**config.mk**
```make
export PLATFORM = sky130hd
export DESIGN_NAME = weight_buffer_writer
export DESIGN_NICKNAME = d
export VERILOG_FILES = /design/src/rtl/weight_buffer_writer.sv
export SDC_FILE = /design/constraint.sdc
export NUM_CORES = 1
export LEC_CHECK = 0
export BUFFER_PORTS_ARGS = -buffer_cell sky130_fd_sc_hd__buf_2
export CORE_ASPECT_RATIO = 1.1
export CORE_MARGIN = 2
export CORE_UTILIZATION = 35
export CTS_CLUSTER_SIZE = 8
export DETAILED_ROUTE_END_ITERATION = 8
export HOLD_SLACK_MARGIN = 0.02
export SLEW_MARGIN = 20
export SYNTH_ARGS = -nofsm -noshare
export SYNTH_HDL_FRONTEND = slang
export SYNTH_SLANG_ARGS = --single-unit
```
**constraint.sdc**
```tcl
create_clock -name clk -period 2.65 [get_ports clk]
set_input_delay 0.795 -clock clk [delete_from_list [all_inputs] [get_ports clk]]
set_output_delay 0.795 -clock clk [all_outputs]
set_load 0.005 [all_outputs]
```
**src/rtl/weight_buffer_writer.sv**
```systemverilog
// Scatters a flat stream of weight words column-wise into ARRAY_M weight bank
// write ports: word k lands in bank k mod num_cols at base_addr + k div num_cols.
module weight_buffer_writer #(
  parameter int ADDR_WIDTH        = 16,
  parameter int ARRAY_M           = 8,
  parameter int DATA_WIDTH        = 8,
  parameter int CONCAT_ADDR_WIDTH = ADDR_WIDTH*ARRAY_M,
  parameter int CONCAT_DATA_WIDTH = DATA_WIDTH*ARRAY_M
) (
  input  logic                           clk,
  input  logic                           reset,
  input  logic                           start,
  input  logic [ADDR_WIDTH-1:0]          base_addr,
  input  logic [$clog2(ARRAY_M):0]       num_cols,
  input  logic [ADDR_WIDTH-1:0]          num_rows,
  input  logic [DATA_WIDTH-1:0]          s_data,
  input  logic                           s_valid,
  output logic                           s_ready,
  output logic [CONCAT_ADDR_WIDTH-1:0]   wr_addr,
  output logic [CONCAT_DATA_WIDTH-1:0]   wr_data,
  output logic [ARRAY_M-1:0]             wr_en,
  output logic                           busy,
  output logic                           done
);
  localparam int NCW = $clog2(ARRAY_M) + 1;

  typedef enum logic [1:0] {S_IDLE, S_WRITE, S_DONE} state_t;

  state_t                   r_state, w_state_nxt;
  logic [ADDR_WIDTH-1:0]    r_base, r_rows, r_row;
  logic [NCW-1:0]           r_cols, r_col;
  logic [NCW-1:0]           w_cols_clamped;
  logic                     w_accept, w_last_col, w_last_row, w_zero_cfg;
  logic [ARRAY_M-1:0]       r_wr_en;
  logic [CONCAT_ADDR_WIDTH-1:0] r_wr_addr;
  logic [CONCAT_DATA_WIDTH-1:0] r_wr_data;

  assign w_cols_clamped = (num_cols > NCW'(ARRAY_M)) ? NCW'(ARRAY_M) : num_cols;
  assign w_zero_cfg     = (w_cols_clamped == '0) || (num_rows == '0);
  assign w_accept       = s_valid && s_ready;
  assign w_last_col     = (r_col == r_cols - NCW'(1));
  assign w_last_row     = (r_row == r_rows - ADDR_WIDTH'(1));

  always_comb begin
    w_state_nxt = r_state;
    case (r_state)
      S_IDLE:  if (start) w_state_nxt = w_zero_cfg ? S_DONE : S_WRITE;
      S_WRITE: if (w_accept && w_last_col && w_last_row) w_state_nxt = S_DONE;
      S_DONE:  w_state_nxt = S_IDLE;
      default: w_state_nxt = S_IDLE;
    endcase
  end

  always_ff @(posedge clk) begin
    if (reset) begin
      r_state   <= S_IDLE;
      r_base    <= '0;
      r_cols    <= '0;
      r_rows    <= '0;
      r_col     <= '0;
      r_row     <= '0;
      r_wr_en   <= '0;
      r_wr_addr <= '0;
      r_wr_data <= '0;
    end else begin
      r_state <= w_state_nxt;
      if (r_state == S_IDLE && start) begin
        r_base <= base_addr;
        r_cols <= w_cols_clamped;
        r_rows <= num_rows;
        r_col  <= '0;
        r_row  <= '0;
      end else if (w_accept) begin
        if (w_last_col) begin
          r_col <= '0;
          r_row <= r_row + ADDR_WIDTH'(1);
        end else begin
          r_col <= r_col + NCW'(1);
        end
      end
      // Write ports are one-hot per cycle; idle lanes are forced to zero.
      r_wr_en   <= '0;
      r_wr_addr <= '0;
      r_wr_data <= '0;
      if (w_accept) begin
        for (int m = 0; m < ARRAY_M; m++) begin
          if (r_col == NCW'(m)) begin
            r_wr_en[m]                           <= 1'b1;
            r_wr_addr[m*ADDR_WIDTH +: ADDR_WIDTH] <= r_base + r_row;
            r_wr_data[m*DATA_WIDTH +: DATA_WIDTH] <= s_data;
          end
        end
      end
    end
  end

  assign s_ready = (r_state == S_WRITE);
  assign busy    = (r_state != S_IDLE);
  assign done    = (r_state == S_DONE);
  assign wr_en   = r_wr_en;
  assign wr_addr = r_wr_addr;
  assign wr_data = r_wr_data;

endmodule

```
==> results.json <==
{
  "synth_seq_area_share_pct": 59.2,
  "rsz0062_at_grt": "false",
  "async_reset_ff_share_pct": 0,
  "port_buffers": 250,
  "cts_buffers": 38,
  "cp_max_fo": 5,
  "synth_seq_cells": 258,
  "clock-sinks": 258,
  "syn-instance-count": 897,
  "place_inst": 1454,
  "drtIter0Drc": 336,
  "crit_family": "simple AND/OR/NAND/NOR gates",
  "worstMarginPinSlew_ns": 0.808,
  "clockBufferDepth": 3,
  "critPathCaptureType": "flop",
  "cellLeakagePower_uw": 0.00550,
  "avgSynthCellArea_sq_um": 9.73,
  "status": "finished clean",
  "instances_no_fill": 1497,
  "avgRoutedWirePerCell_microns": 15.7,
  "synth.area.top_cells": "dfxtp_1 59%, nor2_1 6.0%, nand2_1 4.1%",
  "syn_to_final_growth_pct": 32.4,
  "grt_max_degree": 41,
  "postRouteAntennaNets": 0,
  "slew_headroom_pct": 46.0,
  "synth_area_sq_um": 8720,
  "slowest_delay_ns": 0.49,
  "setup_violations": 0,
  "drv_cap": 0,
  "drive_gt1_share_pct": 28.7,
  "layout_commonest_cell": "dfxtp_1",
  "fin_worst_skew_ns": 0.0172,
  "cp.arrival_ns": 2.79,
  "routed_wl_microns": 23600,
  "cts_max_level": 2,
  "antenna_found_initial": 0,
  "nNetsFinal": 1255,
  "cts.clk_slew.worst_paths_ns": 0.05,
  "initial_core_util_pct": 35.6,
  "layout_common_cells": "258 x dfxtp_1, 250 x buf_2, 140 x nor2_1, 96 x nand2_1, 53 x a21oi_1",
  "die_h_microns": 170,
  "num_io_pins": 251,
  "die_area_sq_um": 26200,
  "ys_warn_count": 0,
  "dr.pass1.iters": 4,
  "grt.overflow.total": 0,
  "critical_path_required_ns": 3.00,
  "rows": 60,
  "hold_buffers": 0,
  "synthDistinctLibCells": 59,
  "crit_chain": "inv_1 > ha_1 > or4b_1 > or4_4 > a211o_1 > a31oi_1 > a41oi_1",
  "yosys.area.top_type": "dfxtp_1",
  "synth_top_area_share_pct": 59.2,
  "slowest_stage": "or4b_1",
  "cts_root_buffer": "clkbuf_16",
  "rrSetupSlack_ns": 0.22,
  "crit_type": "reg -> reg",
  "num_vias": 6903,
  "hpwl_microns": 17000,
  "min_period_ns": 2.43,
  "ir_drop_uv": 431,
  "grt_pass1_wl_microns": 36100,
  "synth_nets": 968,
  "antenna_cells": 0,
  "start_kind": "flop",
  "clock_latency_ns": 0.50,
  "grt.total_usage_pct": 17.4,
  "place_congestion": 0.830,
  "period_share_pct": 91.9,
  "fmax_mhz": 411,
  "synth-edff-count": 0,
  "drc": 0,
  "die_width_microns": 155,
  "drt-vias-per-instance": 4.61,
  "finalMaxSlewViolations": 0,
  "grt_pass1_vias": 6536,
  "hp-class": "reg -> reg",
  "tns_ns": 0,
  "cts_tree": "built",
  "p_per_area_nw_per_um2": 754,
  "synthFlopType": "dfxtp_1",
  "hold_viol": 0,
  "path_buf_inv": 1,
  "core-area_sq_um": 24500
}
==> state kept, by name, indices dropped and copies added (netlist names) <==
name	count
wr_addr	128
wr_data	64
r_base	16
r_row	16
r_rows	16
wr_en	8
r_col	4
r_cols	4
r_state	2
==> cells in the mapped netlist (all sizes together) (5+ instances only) <==
cell / instances
ha: 22
nor2b: 6
nand4: 6
xnor2: 25
nand3: 12
xor2: 26
nor3: 21
a21o: 7
nand3b: 5
clkbuf: 30
o21ai: 12
nand2: 96
inv: 26
nor4: 11
or3: 6
dfxtp: 258
a21oi: 53
and3: 30
nor2: 140
and2: 46
buf: 6
nand2b: 6
==> worst register-to-register path, cell delays in order, from the launching register on <==
cell and delay [ns]:
dfxtp_1 0.35, inv_1 0.08, ha_1 0.21, or4b_1 0.49, or4_4 0.46, a211o_1 0.24
a31oi_1 0.30, a41oi_1 0.17
==> power breakdown <==
part           leakage [uW]  switching (uW)  total [uW]  internal (uW)
Clock              0.000516            1570        4280           2710
Sequential          0.00208            39.6        3970           3930
Combinational       0.00290             277         459            183
Total               0.00550            1880        8710           6830
==> logic make-up after synthesis <==
kind of cell,after synthesis,share of synthesized area [%]
multiplexers,5,0.588
flip-flops,258,59.2
XOR/XNOR,51,5.12
AO/OA/AOI/OAI,101,7.03
buffers and inverters,62,2.68
adder cells (fa/ha/maj),23,3.38
AND/OR/NAND/NOR,397,22.0
==> final cells by class <==
class                   count  area, sq um
fillers                  2331        12900
flip-flops and latches    258         5160
multi-input cells         577         3350
repair buffers            283         1500
clock buffers              40          990
well taps                 310          388
inverters                  26         97.6
clock inverters             3         62.6
==> worst paths after layout <==
check | cells past startpoint | startpoint | endpoint
setup reg to reg | 7 | r_rows[0] | r_state[0]
hold reg to reg | 2 | r_base[3] | r_base[3]
hold / removal | 2 | r_base[3] | r_base[3]
setup / recovery | 7 | r_rows[0] | r_state[0]
==> repair_timing <==
item                                    in CTS  in global routing
gates resized for setup                      0                  3
endpoints found under the setup margin       0                 17
endpoints found under the hold margin        0                  0
setup buffers                                0                  0
==> layer usage <==
| metal | part of all wire [%] | track usage (%) | vias to the layer above |
|---|---|---|---|
| met5 | 0 | 0 | - |
| met4 | 2.0 | 5.03 | 0 |
| met3 | 6.0 | 3.32 | 38 |
| met2 | 46 | 29.6 | 235 |
| met1 | 46 | 22.7 | 3120 |
| li1 | - | - | 3510 |
==> stage by stage <==
stage	worst slack (ns)	utilization [%]	total power [uW]	instance area, sq um	hold WS (ns)
6_report	0.215	47.2	8710	11500	0.458
5_1_grt	0.0165	47.2	9040	11500	0.493
3_5_place_dp	0.160	42.8	4500	10500	0.453
2_1_floorplan	0.254	-	4330	8720	0.441
3_3_place_gp	0.189	42.8	4500	10500	0.449
4_1_cts	0.154	47.1	8800	11500	0.460
Power figures use the tool's default switching activity.
